<file path="src/rtl/score_controller.sv">
// Game sequencer for the seven-segment scoreboard: accumulates the run score,
// keeps the session high score, and alternates final/high score after game over.
module score_controller #(
    parameter int MAX_SCORE  = 9999,
    parameter int BONUS      = 10,
    parameter int ALT_CYCLES = 100000000,
    parameter int ALT_W      = 27
) (
    input  logic        clk,
    input  logic        rst_n,
    input  logic        start,
    input  logic        point,
    input  logic        bonus,
    input  logic        collide,
    output logic [13:0] score_out,
    output logic [13:0] high_score,
    output logic        gameover,
    output logic        running,
    output logic        disp_sel
);

    typedef enum logic [1:0] {
        IDLE,
        RUN,
        OVER_SCORE,
        OVER_HIGH
    } state_t;

    localparam logic [ALT_W-1:0] ALT_LAST  = ALT_W'(ALT_CYCLES - 1);
    localparam logic [14:0]      MAX_WIDE  = 15'(MAX_SCORE);
    localparam logic [14:0]      BONUS_INC = 15'(BONUS);

    state_t            state_q;
    logic [13:0]       score_q;
    logic [13:0]       high_q;
    logic [13:0]       score_out_q;
    logic [ALT_W-1:0]  cnt_q;
    logic              gameover_q;
    logic              running_q;
    logic              disp_sel_q;

    logic [14:0]       incAmount;
    logic [14:0]       incSum;
    logic [13:0]       score_d;

    // The sum is formed one bit wider so a carry past 14 bits still clamps.
    always_comb begin
        incAmount = {14'd0, point} + (bonus ? BONUS_INC : 15'd0);
        incSum    = {1'b0, score_q} + incAmount;
        score_d   = (incSum > MAX_WIDE) ? MAX_WIDE[13:0] : incSum[13:0];
    end

    always_ff @(posedge clk or negedge rst_n) begin
        if (!rst_n) begin
            state_q     <= IDLE;
            score_q     <= '0;
            high_q      <= '0;
            score_out_q <= '0;
            cnt_q       <= '0;
            gameover_q  <= 1'b0;
            running_q   <= 1'b0;
            disp_sel_q  <= 1'b0;
        end else begin
            case (state_q)
                IDLE: begin
                    if (start) begin
                        state_q     <= RUN;
                        score_q     <= '0;
                        score_out_q <= '0;
                        running_q   <= 1'b1;
                    end
                end
                RUN: begin
                    score_q     <= score_d;
                    score_out_q <= score_d;
                    if (collide) begin
                        state_q    <= OVER_SCORE;
                        high_q     <= (score_d > high_q) ? score_d : high_q;
                        cnt_q      <= '0;
                        gameover_q <= 1'b1;
                        running_q  <= 1'b0;
                        disp_sel_q <= 1'b0;
                    end
                end
                OVER_SCORE, OVER_HIGH: begin
                    // A new run wins over a display rollover landing on the same edge.
                    if (start) begin
                        state_q     <= RUN;
                        score_q     <= '0;
                        score_out_q <= '0;
                        cnt_q       <= '0;
                        gameover_q  <= 1'b0;
                        running_q   <= 1'b1;
                        disp_sel_q  <= 1'b0;
                    end else if (cnt_q == ALT_LAST) begin
                        cnt_q <= '0;
                        if (state_q == OVER_SCORE) begin
                            state_q     <= OVER_HIGH;
                            score_out_q <= high_q;
                            disp_sel_q  <= 1'b1;
                        end else begin
                            state_q     <= OVER_SCORE;
                            score_out_q <= score_q;
                            disp_sel_q  <= 1'b0;
                        end
                    end else begin
                        cnt_q <= cnt_q + 1'b1;
                    end
                end
                default: begin
                    state_q <= IDLE;
                end
            endcase
        end
    end

    assign score_out  = score_out_q;
    assign high_score = high_q;
    assign gameover   = gameover_q;
    assign running    = running_q;
    assign disp_sel   = disp_sel_q;

endmodule
</file>
<file path="config.mk">
export PLATFORM = sky130hd
export DESIGN_NAME = score_controller
export DESIGN_NICKNAME = d
export VERILOG_FILES = /design/src/rtl/score_controller.sv
export SDC_FILE = /design/constraint.sdc
export NUM_CORES = 1
export LEC_CHECK = 0
export BUFFER_PORTS_ARGS = -buffer_cell sky130_fd_sc_hd__buf_2
export CELL_PAD_IN_SITES_DETAIL_PLACEMENT = 1
export CELL_PAD_IN_SITES_GLOBAL_PLACEMENT = 2
export CORE_UTILIZATION = 35
export CTS_CLUSTER_DIAMETER = 200
export DETAILED_ROUTE_END_ITERATION = 12
export PLACE_DENSITY = 0.82
export SLEW_MARGIN = 10
export SYNTH_ARGS = -nofsm -noshare
export SYNTH_HDL_FRONTEND = slang
export SYNTH_SLANG_ARGS = --single-unit
</file>
<file path="constraint.sdc">
create_clock -name clk -period 12.9 [get_ports clk]
set_clock_uncertainty 0.15 [all_clocks]
set_input_delay 1.29 -clock clk [delete_from_list [all_inputs] [get_ports clk]]
set_output_delay 1.29 -clock clk [all_outputs]
set_load 0.005 [all_outputs]
</file>
; ---- After elaboration in Yosys (flattened, before gate mapping)
; Cells that the tools add are included.
[classes]
add_sub_neg = 3
n_lt_le_gt_ge = 2
n_eq_ne = 9
n_mux = 28
n_reduce_logical = 11
[ops]
columns = op, n
row1 = 27-bit two-way mux, 3
row2 = 14-bit two-way mux, 5
row3 = 27-bit one-hot mux with 2 select lines, 1
row4 = 14-bit one-hot mux with 3 select lines, 1
row5 = 14-bit one-hot mux with 2 select lines, 1
row6 = 27-bit by 1-bit adder with 27-bit output (second input constant), 1
row7 = 27-bit == test (second input constant), 1
row8 = 14-bit by 5-bit adder with 15-bit output, 1
row9 = 15-bit by 14-bit > comparator with 1-bit output (second input constant), 1
row10 = 14-bit > comparator, 1
row11 = 3-bit AND reduction, 4
row12 = 1-bit two-way mux, 8
row13 = 2-bit two-way mux, 4
row14 = 2-bit inequality test (second input constant), 3
row15 = 1-bit one-hot mux with 2 select lines, 3
row16 = 2-bit one-hot mux with 3 select lines, 1
row17 = 2-bit AND reduction, 3
row18 = 1-bit by 4-bit adder with 5-bit output, 1
row19 = 2-bit == test (second input constant), 2
row20 = 4-bit two-way mux, 1
row21 = 3-bit inequality test (second input constant), 1
row22 = 3-bit OR reduction, 1
row23 = 2-bit by 1-bit == test with 1-bit output (second input constant), 1
row24 = 2-bit zero test, 1
row25 = other kinds (3), 3
[word_totals]
ff_bits = 74
input_bits = 6
output_inout_bits = 31
word_cells = 61

; ---- Depth between registers and ports, before layout
[logic_depth]
word_depth = 7
depth_mapped = 18
mapped_depth_nobuf = 17

; ---- Worst setup path after synthesis
; No wires, ideal clock.
[synth_path]
path_kind = input to register
start = in point
end = reg high_q[10] (netlist: high_score[10])
setup_ns = 0.125
arrival_time_ns = 5.037
t_required_ns = 12.625
path_slack_ns = 7.588
cell_stages = 18
path_buffers = 1
path_cell_list = ha_1 -> fa_1 -> a31oi_1 -> o21ai_0 -> a21o_1 -> o2bb2ai_1 -> o31ai_2 -> nor2_1 -> ha_1 -> and4_1 -> o21ai_0 -> a31oi_1 -> nor2_1 -> a211o_1 -> o21ai_1 -> o311ai_4 -> buf_8 -> mux2_4
[synth_via]
elab_chain_len = 6
[synth_rtl]
columns = item, line
row1 = "start, declared", 12  ; input logic point,
row2 = 1-bit by 4-bit adder with 5-bit output *, 48  ; incAmount = {14'd0, point} + (bonus ? BONUS_INC : 15'd0);
row3 = 14-bit by 5-bit adder with 15-bit output *, 49  ; incSum = {1'b0, score_q} + incAmount;
row4 = 15-bit by 14-bit > comparator with 1-bit output, 50  ; score_d = (incSum > MAX_WIDE) ? MAX_WIDE[13:0] : incSum[13:0];
row5 = 14-bit two-way mux *, 50
row6 = via score_d[5], 44  ; logic [13:0] score_d;
row7 = 14-bit > comparator *, 78  ; high_q <= (score_d > high_q) ? score_d : high_q;
row8 = 3-bit AND reduction (no source line) *, n/a
row9 = "end signal, assigned", 78
row10 = "end, declared", 35  ; logic [13:0] high_q;
; The timed path passes the listed nets; every way through them passes the cells marked *.
; A chain may end at the register's enable or synchronous reset.

; ---- Worst setup path in the final report
; Ends and elaborated chain as after synthesis.

==> out/metrics.cfg <==
[outcome]
status = completed

[synthesis]
synthFlopType = dfrtp_1
synthesis.area_sq_um = 4365
synth_edf_count = 0
ys_warn_count = 0
synth_seq_cells = 74
synth_top_area_share_pct = 42.42
syn_area_per_cell_sq_um = 8.982
synthTopCellsByArea = dfrtp_1, nand2_1, ha_1
yosysUniqueCellTypes = 56
synthCells = 486
synth_top_cell_by_area = dfrtp_1
ys_seq_area_share_pct = 42.42
syn_nets = 510
synthArstFlopShare_pct = 100.0

[floorplan]
ios = 37
die_y_um = 113.7
die_w_um = 113.7
dieArea_sq_um = 12920
core_area_sq_um = 12060
start_util_pct = 36.19
rows = 40

[critical_path]
cpPeakStageDelay_ns = 0.56
crit_path_top_delay_cell = o31ai_2
crit_arrival_ns = 5.88
path_cells = buf_2, ha_1, fa_1, a31oi_1, o21ai_0, a21o_1, o2bb2ai_1, o31ai_2, nor2_1, ha_1, and4_1, o21ai_0, a31oi_1, nor2_1, a211o_1, o21ai_1, o311ai_4, mux2_4
reg2reg_from = score_q[0]
r2r-end = high_score[10]
r2r_slack_ns = 7.75
reg2reg_depth = 17
cp_max_fo = 14
worstPathRequired_ns = 12.98
cp-end-kind = flop
critPathKind = input port to flop
critPathLaunchType = input port

[global_route]
grt_pass1_wl_um = 20460
antenna_found_initial = 0
gr-usage-all-layers_pct = 20.87
grt-ovfl-total = 0
grt_max_degree = 75
grt_pass1_vias = 3757

[finish]
layout_common_cells = dfrtp_1, nand2_1, nor2_1
stdcell_area_sq_um = 4982
stdcell_count = 689
diodes = 0
fin_util_pct = 41.31
nets = 540
drive_gt1_share_pct = 15.55
final_common_cell = dfrtp_1
area_growth_pct = 14.13

[placed_design]
portBuffers = 36
place_inst = 673
dpl-instance-area_sq_um = 4686
place.gp.congestion = 0.8389
dp_hpwl_um = 8642

[sta]
drv_slew = 0
post-route-period-util_pct = 44.96
rsz0062_at_grt = no
min_period_ns = 5.799
maxSlewHeadroom_pct = 32.04
hold_viol = 0
tns_ns = 0
final-setup-viol-count = 0
fmax_ghz = 0.1724
worst_slew_pin_slew_ns = 1.017

[routing]
vias = 3650
ant_nets = 0
drt_first_iter_violations = 123
dr_wl_met2_um = 5633
wirelength_um = 12340
drcViolationCount = 0
met3WireLength_um = 270
wl_met1_um = 6185
top_layer_used = met4
dr.pass1.iters = 4
avgRoutedWirePerCell_um = 17.91
via_per_inst = 5.298

[min_path]
min_to = running
hold_start = running
hold_depth = 2
worstHoldPathType = flop to flop

[power_and_ir_drop]
leakage_nw = 2.304
power_density_nw_per_um2 = 166.0
power.total_mw = 0.8273
ir_worst_vdd_v = 0.00005899

[clocking]
cts_tree = yes
cts_resized = 0
clkSinkCount = 74
ctsHoldBuffers = 0
cts_made_buffers = 9
cts_root_buf = clkbuf_16
cts_setup_buffers = 0
clock_path_buffers = 2
htree_levels = 3
path_clk_slew_ns = 0.06
clk_latency_ns = 0.35

[flow_run]
drv_cap = 0

==> layer usage <==
layer,vias up,track usage [%]
li1,1756,-
met1,1829,28.51
met2,48,32.76
met3,17,3.826
met4,0,8.158
met5,-,0
==> final cells by class <==
cell class / count / area, sq um
fill: 1438 / 7079
multi-input combinational: 369 / 2328
sequential: 74 / 1852
clock buffer: 11 / 242.7
timing repair buffer: 40 / 212.7
tap: 168 / 210.2
inverter: 22 / 82.58
clock inverter: 5 / 53.80
==> kinds of logic (layout without fill, tap and decap cells) <==
kind of cell	count (synthesis)	after routing	synth area share [%]
buffers and inverters	43	78	4.242
adders and majority gates	18	18	5.331
xor gates and xnor gates	26	26	5.560
and+or+nand+nor	204	204	22.61
AOI/OAI and AO/OA	102	102	14.56
DFF	74	74	42.42
muxes	19	19	5.274
==> cell usage after synthesis, types with 2 or more instances <==
cell and count:
ha_1 17, xnor2_1 8, mux2_2 4, clkbuf_1 8, nor4_1 6, and2_1 4, nand2b_1 5, o21ai_0 34
and3_1 6, or2_2 4, a21oi_1 29, a31oi_1 12, a211o_1 3, nand3b_1 4, o22ai_1 2, nor2b_1 3
nor3_1 7, nand3_1 13, nand4_1 12, and4_1 5, xor2_1 16, nand2_1 69, buf_1 2, dfrtp_1 74
inv_1 22, mux2i_1 8, xnor2_2 2, nor2_1 53, a21o_1 4, buf_2 10, mux2_4 7, a22o_1 4
or3_1 6
==> state kept, by name, summed over array words and instances, names as in the netlist <==
signal      cells
disp_sel        1
score_q        14
gameover        1
high_score     14
running         1
state_q         2
cnt_q          27
score_out      14
==> where the power goes <==
| group | internal, mW | switching (mW) | leakage [nW] | total (mW) |
|---|---|---|---|---|
| combinational | 0.0931 | 0.180 | 1.17 | 0.273 |
| clock | 0.154 | 0.0999 | 0.149 | 0.254 |
| sequential | 0.268 | 0.0320 | 0.985 | 0.300 |
| total | 0.515 | 0.312 | 2.30 | 0.827 |
==> critical path: cells and delay by family <==
kind / cells / cell delay, ns
adders and majority gates: 3 / 1.11
AOI/OAI and AO/OA: 10 / 2.49
muxes: 1 / 0.40
and+or+nand+nor: 3 / 0.47
buffers and inverters: 1 / 0.10
==> worst max path at each step <==
stage	start	to	slack (ns)	cells past startpoint
final	point	high_score[10]	7.10	18
after global placement	point	high_score[12]	7.03	18
after detailed placement	point	high_score[10]	6.79	18
after global routing	point	high_score[5]	6.70	18
after floorplan	point	high_score[10]	7.59	18
after CTS	point	high_score[10]	7.12	18
==> metrics by stage <==
stage                     setup WS [ns]  hold WS [ns]
after CTS                         7.119        0.3653
final                             7.101        0.3543
after global routing              6.698        0.3720
after detailed placement          6.790        0.3494
after floorplan                   7.588        0.3127
after global placement            7.032        0.3255
No activity file was read; power rests on OpenSTA's default activity.
